File: src/rtl/ccff_pkg.sv
// Shared types and helpers for the configuration-chain driver.
// Holds the driver FSM state encoding and a ceil-divide used to size word counts.
// No ports; imported by ccff_bit_counter and ccff_chain_driver.
package ccff_pkg;

  typedef enum logic [2:0] {
    IDLE    = 3'd0,
    L_FETCH = 3'd1,
    L_SHIFT = 3'd2,
    R_SHIFT = 3'd3,
    R_PUSH  = 3'd4,
    DONE    = 3'd5
  } ccff_state_e;

  // Number of DATA-wide words needed to cover a chain of len bits.
  function automatic int ccff_words(input int len, input int w);
    return (len + w - 1) / w;
  endfunction

endpackage

File: src/rtl/ccff_bit_counter.sv
// Purpose: loadable down-counter of chain bits still to shift, plus the bit index within the current word.
// Latency: registered; load/clear/decrement take effect on the next prog_clk_i edge.
// Backpressure: none; only advances when the owner asserts dec_i (i.e. when the chain actually shifts).
// Ports: prog_clk_i/rst_i clock and async active-high reset; load_i reloads remaining to CHAIN_LEN and
//        clears the index; clr_idx_i starts a new word; dec_i counts one shifted bit;
//        remaining_o bits left in the operation; idx_o position of the current bit within its word.
module ccff_bit_counter
  import ccff_pkg::*;
#(
  parameter int CHAIN_LEN = 1024,
  parameter int DATA_W    = 32,
  parameter int CNT_W     = $clog2(CHAIN_LEN + 1),
  parameter int IDX_W     = (DATA_W > 1) ? $clog2(DATA_W) : 1
) (
  input  logic             prog_clk_i,
  input  logic             rst_i,
  input  logic             load_i,
  input  logic             clr_idx_i,
  input  logic             dec_i,
  output logic [CNT_W-1:0] remaining_o,
  output logic [IDX_W-1:0] idx_o
);

  logic [CNT_W-1:0] rem_q, rem_d;
  logic [IDX_W-1:0] idx_q, idx_d;

  always_comb begin
    rem_d = rem_q;
    idx_d = idx_q;
    if (load_i) begin
      rem_d = CNT_W'(CHAIN_LEN);
      idx_d = '0;
    end else begin
      if (clr_idx_i) begin
        idx_d = '0;
      end
      if (dec_i) begin
        // Saturate at zero so remaining never wraps.
        if (rem_q != '0) begin
          rem_d = rem_q - CNT_W'(1);
        end
        idx_d = idx_q + IDX_W'(1);
      end
    end
  end

  always_ff @(posedge prog_clk_i or posedge rst_i) begin
    if (rst_i) begin
      rem_q <= '0;
      idx_q <= '0;
    end else begin
      rem_q <= rem_d;
      idx_q <= idx_d;
    end
  end

  assign remaining_o = rem_q;
  assign idx_o       = idx_q;

endmodule

File: src/rtl/ccff_chain_driver.sv
// Purpose: serialises bitstream words onto a fabric config chain; optional non-destructive readback.
// Latency: per word 1 accept cycle + k shift cycles on load; k shift cycles + >=1 push cycle on readback.
// Backpressure: s_ready only in L_FETCH; chain holds (config_enable=0) while m_valid waits for m_ready.
// Ports: prog_clk/pReset clock and async active-high reset; start_load/start_rb start pulses;
//        s_valid/s_data/s_ready input word stream; m_valid/m_data/m_ready readback word stream;
//        ccff_head/ccff_tail chain ends; config_enable shift enable; config_readback, busy, done status.
// Build option: define CCFF_CHAIN_DRIVER_READBACK_EN to include the readback path.
module ccff_chain_driver
  import ccff_pkg::*;
#(
  parameter int DATA_W    = 32,
  parameter int CHAIN_LEN = 1024,
  parameter int CNT_W     = $clog2(CHAIN_LEN + 1)
) (
  input  logic              prog_clk,
  input  logic              pReset,
  input  logic              start_load,
  input  logic              start_rb,
  input  logic              s_valid,
  input  logic [DATA_W-1:0] s_data,
  output logic              s_ready,
  output logic              m_valid,
  output logic [DATA_W-1:0] m_data,
  input  logic              m_ready,
  output logic              ccff_head,
  input  logic              ccff_tail,
  output logic              config_enable,
  output logic              config_readback,
  output logic              busy,
  output logic              done
);

  localparam int IDX_W = (DATA_W > 1) ? $clog2(DATA_W) : 1;

  ccff_state_e       state_q, state_d;
  logic [DATA_W-1:0] shreg_q, shreg_d;
  logic              cnt_load, cnt_clr, cnt_dec;
  logic [CNT_W-1:0]  remaining;
  logic [IDX_W-1:0]  bit_idx;
  logic              word_last;
  logic              rem_one;
  logic              rem_zero;

  ccff_bit_counter #(
    .CHAIN_LEN (CHAIN_LEN),
    .DATA_W    (DATA_W),
    .CNT_W     (CNT_W),
    .IDX_W     (IDX_W)
  ) u_cnt (
    .prog_clk_i  (prog_clk),
    .rst_i       (pReset),
    .load_i      (cnt_load),
    .clr_idx_i   (cnt_clr),
    .dec_i       (cnt_dec),
    .remaining_o (remaining),
    .idx_o       (bit_idx)
  );

  assign rem_one  = (remaining == CNT_W'(1));
  assign rem_zero = (remaining == '0);
  // The bit being shifted this cycle closes the word when the word is full or the chain runs out.
  assign word_last = (bit_idx == IDX_W'(DATA_W - 1)) || rem_one;

  always_comb begin
    state_d  = state_q;
    cnt_load = 1'b0;
    cnt_clr  = 1'b0;
    cnt_dec  = 1'b0;
    unique case (state_q)
      IDLE: begin
        if (start_load) begin
          state_d  = L_FETCH;
          cnt_load = 1'b1;
        end
`ifdef CCFF_CHAIN_DRIVER_READBACK_EN
        else if (start_rb) begin
          state_d  = R_SHIFT;
          cnt_load = 1'b1;
        end
`endif
      end
      L_FETCH: begin
        if (s_valid) begin
          state_d = L_SHIFT;
          cnt_clr = 1'b1;
        end
      end
      L_SHIFT: begin
        cnt_dec = 1'b1;
        if (word_last) begin
          state_d = rem_one ? DONE : L_FETCH;
        end
      end
`ifdef CCFF_CHAIN_DRIVER_READBACK_EN
      R_SHIFT: begin
        cnt_dec = 1'b1;
        if (word_last) begin
          state_d = R_PUSH;
        end
      end
      R_PUSH: begin
        if (m_ready) begin
          if (rem_zero) begin
            state_d = DONE;
          end else begin
            state_d = R_SHIFT;
            cnt_clr = 1'b1;
          end
        end
      end
`endif
      DONE:    state_d = IDLE;
      default: state_d = IDLE;
    endcase
  end

  always_comb begin
    shreg_d = shreg_q;
    if (state_q == L_FETCH && s_valid) begin
      shreg_d = s_data;
    end else if (state_q == L_SHIFT) begin
      shreg_d = shreg_q >> 1;
    end
  end

  always_ff @(posedge prog_clk or posedge pReset) begin
    if (pReset) begin
      state_q <= IDLE;
      shreg_q <= '0;
    end else begin
      state_q <= state_d;
      shreg_q <= shreg_d;
    end
  end

  // Status strobes come straight from the state register so the chain enable cannot glitch.
  assign s_ready = (state_q == L_FETCH);
  assign busy    = (state_q != IDLE);
  assign done    = (state_q == DONE);

`ifdef CCFF_CHAIN_DRIVER_READBACK_EN
  logic [DATA_W-1:0] cap_q;

  // Capture is cleared at the start of every readback word so unused upper bits read as 0.
  always_ff @(posedge prog_clk or posedge pReset) begin
    if (pReset) begin
      cap_q <= '0;
    end else if (cnt_load || (state_q == R_PUSH && cnt_clr)) begin
      cap_q <= '0;
    end else if (state_q == R_SHIFT) begin
      cap_q[bit_idx] <= ccff_tail;
    end
  end

  assign config_enable   = (state_q == L_SHIFT) || (state_q == R_SHIFT);
  assign config_readback = (state_q == R_SHIFT) || (state_q == R_PUSH);
  assign m_valid         = (state_q == R_PUSH);
  assign m_data          = cap_q;

  // Readback recirculates the tail straight back into the head so the chain is restored.
  always_comb begin
    ccff_head = 1'b0;
    if (state_q == L_SHIFT) begin
      ccff_head = shreg_q[0];
    end else if (state_q == R_SHIFT) begin
      ccff_head = ccff_tail;
    end
  end
`else
  logic unused_rb_inputs;
  assign unused_rb_inputs = ^{start_rb, m_ready, ccff_tail, rem_zero};

  assign config_enable   = (state_q == L_SHIFT);
  assign config_readback = 1'b0;
  assign m_valid         = 1'b0;
  assign m_data          = '0;
  assign ccff_head       = (state_q == L_SHIFT) ? shreg_q[0] : 1'b0;
`endif

endmodule

File: config.mk
export PLATFORM = sky130hd
export DESIGN_NAME = ccff_chain_driver
export DESIGN_NICKNAME = d
export VERILOG_FILES = /design/src/rtl/ccff_pkg.sv /design/src/rtl/ccff_bit_counter.sv /design/src/rtl/ccff_chain_driver.sv
export SDC_FILE = /design/constraint.sdc
export NUM_CORES = 1
export LEC_CHECK = 0
export BUFFER_PORTS_ARGS = -buffer_cell sky130_fd_sc_hd__buf_2
export CORE_MARGIN = 10
export CORE_UTILIZATION = 51
export DETAILED_ROUTE_END_ITERATION = 12
export PLACE_DENSITY = 0.79
export SLEW_MARGIN = 0
export SYNTH_ARGS = -nofsm -noshare
export SYNTH_HDL_FRONTEND = slang
export SYNTH_SLANG_ARGS = --single-unit
File: constraint.sdc
create_clock -name prog_clk -period 2.2 [get_ports prog_clk]
set_input_delay 0.44 -clock prog_clk [delete_from_list [all_inputs] [get_ports prog_clk]]
set_output_delay 0.44 -clock prog_clk [all_outputs]
set_load 0.02 [all_outputs]
==> results.sh <==
export IMPL_period_share=0.961
export IMPL_die_x_um=92.7
export IMPL_instances_no_fill=403
export IMPL_gp_congestion=0.830
export IMPL_grt_pass1_wl_um=9600
export IMPL_synthToLayoutAreaGrowth_pct=11.0
export IMPL_worst_ep_required_time_ns=1.76
export IMPL_placeableCoreArea_um2=5110
export IMPL_clock_path_buffers=2
export IMPL_final_cell_mix="71 x nand2_1, 51 x dfrtp_1, 40 x buf_2, 34 x conb_1, 30 x a22oi_1"
export IMPL_seq_area_um2=1280
export IMPL_start_util=0.527
export IMPL_drtIter0Drc=163
export IMPL_htreeDepth=2
export IMPL_ys_seq_area_frac=0.474
export IMPL_fillers=443
export IMPL_drive_gt1_frac=0.213
export IMPL_finalSetupViolations=0
export IMPL_cp_max_fo=14
export IMPL_powerDensity_nw_per_um2=1280
export IMPL_multi_input_area_um2=1210
export IMPL_yosysTopAreaCellShare=0.474
export IMPL_postRouteAntennaNets=0
export IMPL_startpoint_type="flip-flop"
export IMPL_grt_max_degree=52
export IMPL_worstReg2RegEnd="u_cnt.remaining_o[6]$_DFFE_PP0P_"
export IMPL_relSlewSlack=0.558
export IMPL_syn_avg_cell_area_um2=9.32
export IMPL_vias=2071
export IMPL_cp_num_cells=4
export IMPL_diodes=0
export IMPL_syn_area_um2=2690
export IMPL_power_total_w=0.00382
export IMPL_first_global_vias=2125
export IMPL_rows=26
export IMPL_fin_crit_ns=2.11
export IMPL_critical_path_class="reg -> out"
export IMPL_crit_chain="or3b_4 > clkinv_4 > buf_6 > buf_2"
export IMPL_cp_startpoint="state_q[0]$_DFFE_PP0P_"
export IMPL_cts_hold_buf=0
export IMPL_port_buffers=40
export IMPL_slowest_stage="or3b_4"
export IMPL_cts_resized=0
export IMPL_synth_largest_area_cell="dfrtp_1"
export IMPL_tritoncts="yes"
export IMPL_final_common_cell="nand2_1"
export IMPL_synthCells=289
export IMPL_timing_rr_start="u_cnt.remaining_o[0]$_DFFE_PP0P_"
export IMPL_rrSetupSlack_ns=0.30
export IMPL_finClkSkew_ns=0.0102
export IMPL_vdd_drop_max_mv=0.725
export IMPL_dieArea_um2=8590
export IMPL_dp_hpwl_um=4130
export IMPL_synth_cell_types=43
export IMPL_die_h_um=92.7
export IMPL_avgViaCountPerCell=5.14
export IMPL_p_leak_nw=1.54
export IMPL_cts_sinks=51
export IMPL_drv_slew=0
export IMPL_reg2regPathDepth=6
export IMPL_io_pins=78
export IMPL_crit_arrival_ns=1.67
export IMPL_grt_use_total=0.134
export IMPL_post_cts_buffers=0
export IMPL_hold_class="in -> async"
export IMPL_dr_pass1_iters=5
export IMPL_gr_total_overflow=0
export IMPL_wl_per_cell_um=14.3
export IMPL_synth_area_leaders="dfrtp_1 47%, nand2_1 9.9%, buf_4 9.8%, a22oi_1 8.4%, ha_1 1.9%"
export IMPL_synth_seq_cells=51
export IMPL_worstMarginPinSlew_ns=0.661
export IMPL_routed_wl_um=5750
export IMPL_root_buffer="clkbuf_8"
export IMPL_antenna_found_initial=0
export IMPL_endpoint="config_enable"
export IMPL_path_clk_slew_ns=0.09
export IMPL_finalSetupTns_ns=0
export IMPL_yosysWarnings=0
export IMPL_outcome="finished, final reports clean"
export IMPL_dpl_cell_count=395
export IMPL_max_cap_viol_count=0
export IMPL_cp_end_kind="output pin"
export IMPL_clkLatencyLatePin_ns=0.31
export IMPL_max_stage_delay_ns=0.48
export IMPL_path_delay_family="buffers and inverters"
export IMPL_cp_num_buf_inv=3
export IMPL_rsz0062_at_grt="false"
export IMPL_cts_buffers=5
export IMPL_finalHoldViolations=0
export IMPL_route_detailed_drc=0
export IMPL_fin_nets=375
export IMPL_fmax_ghz=0.473
## report_power, final
| group | switching (W) | internal [W] | leakage, nW |
|---|---|---|---|
| registers | 0.000274 | 0.00133 | 0.652 |
| clock network | 0.000323 | 0.000225 | 0.0483 |
| logic | 0.000998 | 0.000666 | 0.843 |
## per-layer routing
layer	share of wire	wire length, um	GRT usage	vias up
met1	0.43	2490	0.156	987
met5	0	0	0	-
li1	-	-	-	1020
met2	0.49	2810	0.224	58
met3	0.066	378	0.0476	6
met4	0.011	65	0.0424	0
## stage by stage
stage	util	instance area, um2	hold slack (ns)	worst slack (ns)
2_1_floorplan	-	2820	0.438	0.373
3_3_place_gp	0.566	2890	0.451	0.187
3_5_place_dp	0.566	2890	0.463	0.173
4_1_cts	0.584	2980	0.168	0.0215
5_1_grt	0.585	2990	0.181	0.00737
6_report	0.585	2990	0.155	0.0858
## synthesized netlist by cell type, drive strengths merged
master and number:
nor2b 1, conb 1, nor4b 1, o31ai 4, a31oi 2, nor4 3
and3 3, nor3 6, or2 2, a31o 2, inv 5, nand2 71
a211oi 2, and2 2, or4b 1, xnor2 2, mux2i 3, ha 4
a22oi 30, or3b 1, nand3 4, nor2 11, clkbuf 6, clkinv 1
or4bb 1, buf 42, or4 3, a21oi 5, nor4bb 1, or3 2
nor3b 1, o21ai 9, dfrtp 51, nand4 4, a21o 2
## layout make-up
class,count,area share
flip-flops and latches,51,0.427
multi-input cells,217,0.405
repair buffers,51,0.100
well taps,70,0.0293
clock buffers,5,0.0230
inverters,6,0.00921
clock inverters,3,0.00628
## tightest hold or removal path, cell delays in order
cell,delay [ns]
buf_2,0.10
inv_2,0.06
buf_12,0.25
## worst min path at each step
stage	to	start	cells past startpoint	slack, ns
floorplan	shreg_q[0]$_DFFE_PP0P_	shreg_q[0]$_DFFE_PP0P_	2	0.44
global placement	shreg_q[0]$_DFFE_PP0P_	shreg_q[0]$_DFFE_PP0P_	2	0.45
detailed placement	shreg_q[7]$_DFFE_PP0P_	shreg_q[7]$_DFFE_PP0P_	2	0.46
CTS	shreg_q[25]$_DFFE_PP0P_	pReset	3	0.17
global route	shreg_q[24]$_DFFE_PP0P_	pReset	3	0.18
finish	u_cnt.remaining_o[3]$_DFFE_PP0P_	pReset	3	0.16
## cell families after synthesis
| group | synth area share |
|---|---|
| adder cells (fa/ha/maj) | 0.0186 |
| AO/OA/AOI/OAI | 0.143 |
| other | 0.00139 |
| AND/OR/NAND/NOR | 0.215 |
| multiplexers | 0.0112 |
| buffers and inverters | 0.131 |
| XOR/XNOR | 0.00651 |
| flip-flops | 0.474 |
## flip-flops by register name (all words and copies together) (netlist names)
name,cells
shreg_q,32
u_cnt.remaining_o,11
u_cnt.idx_o,5
state_q,3
(Power assumes the default switching activity.)
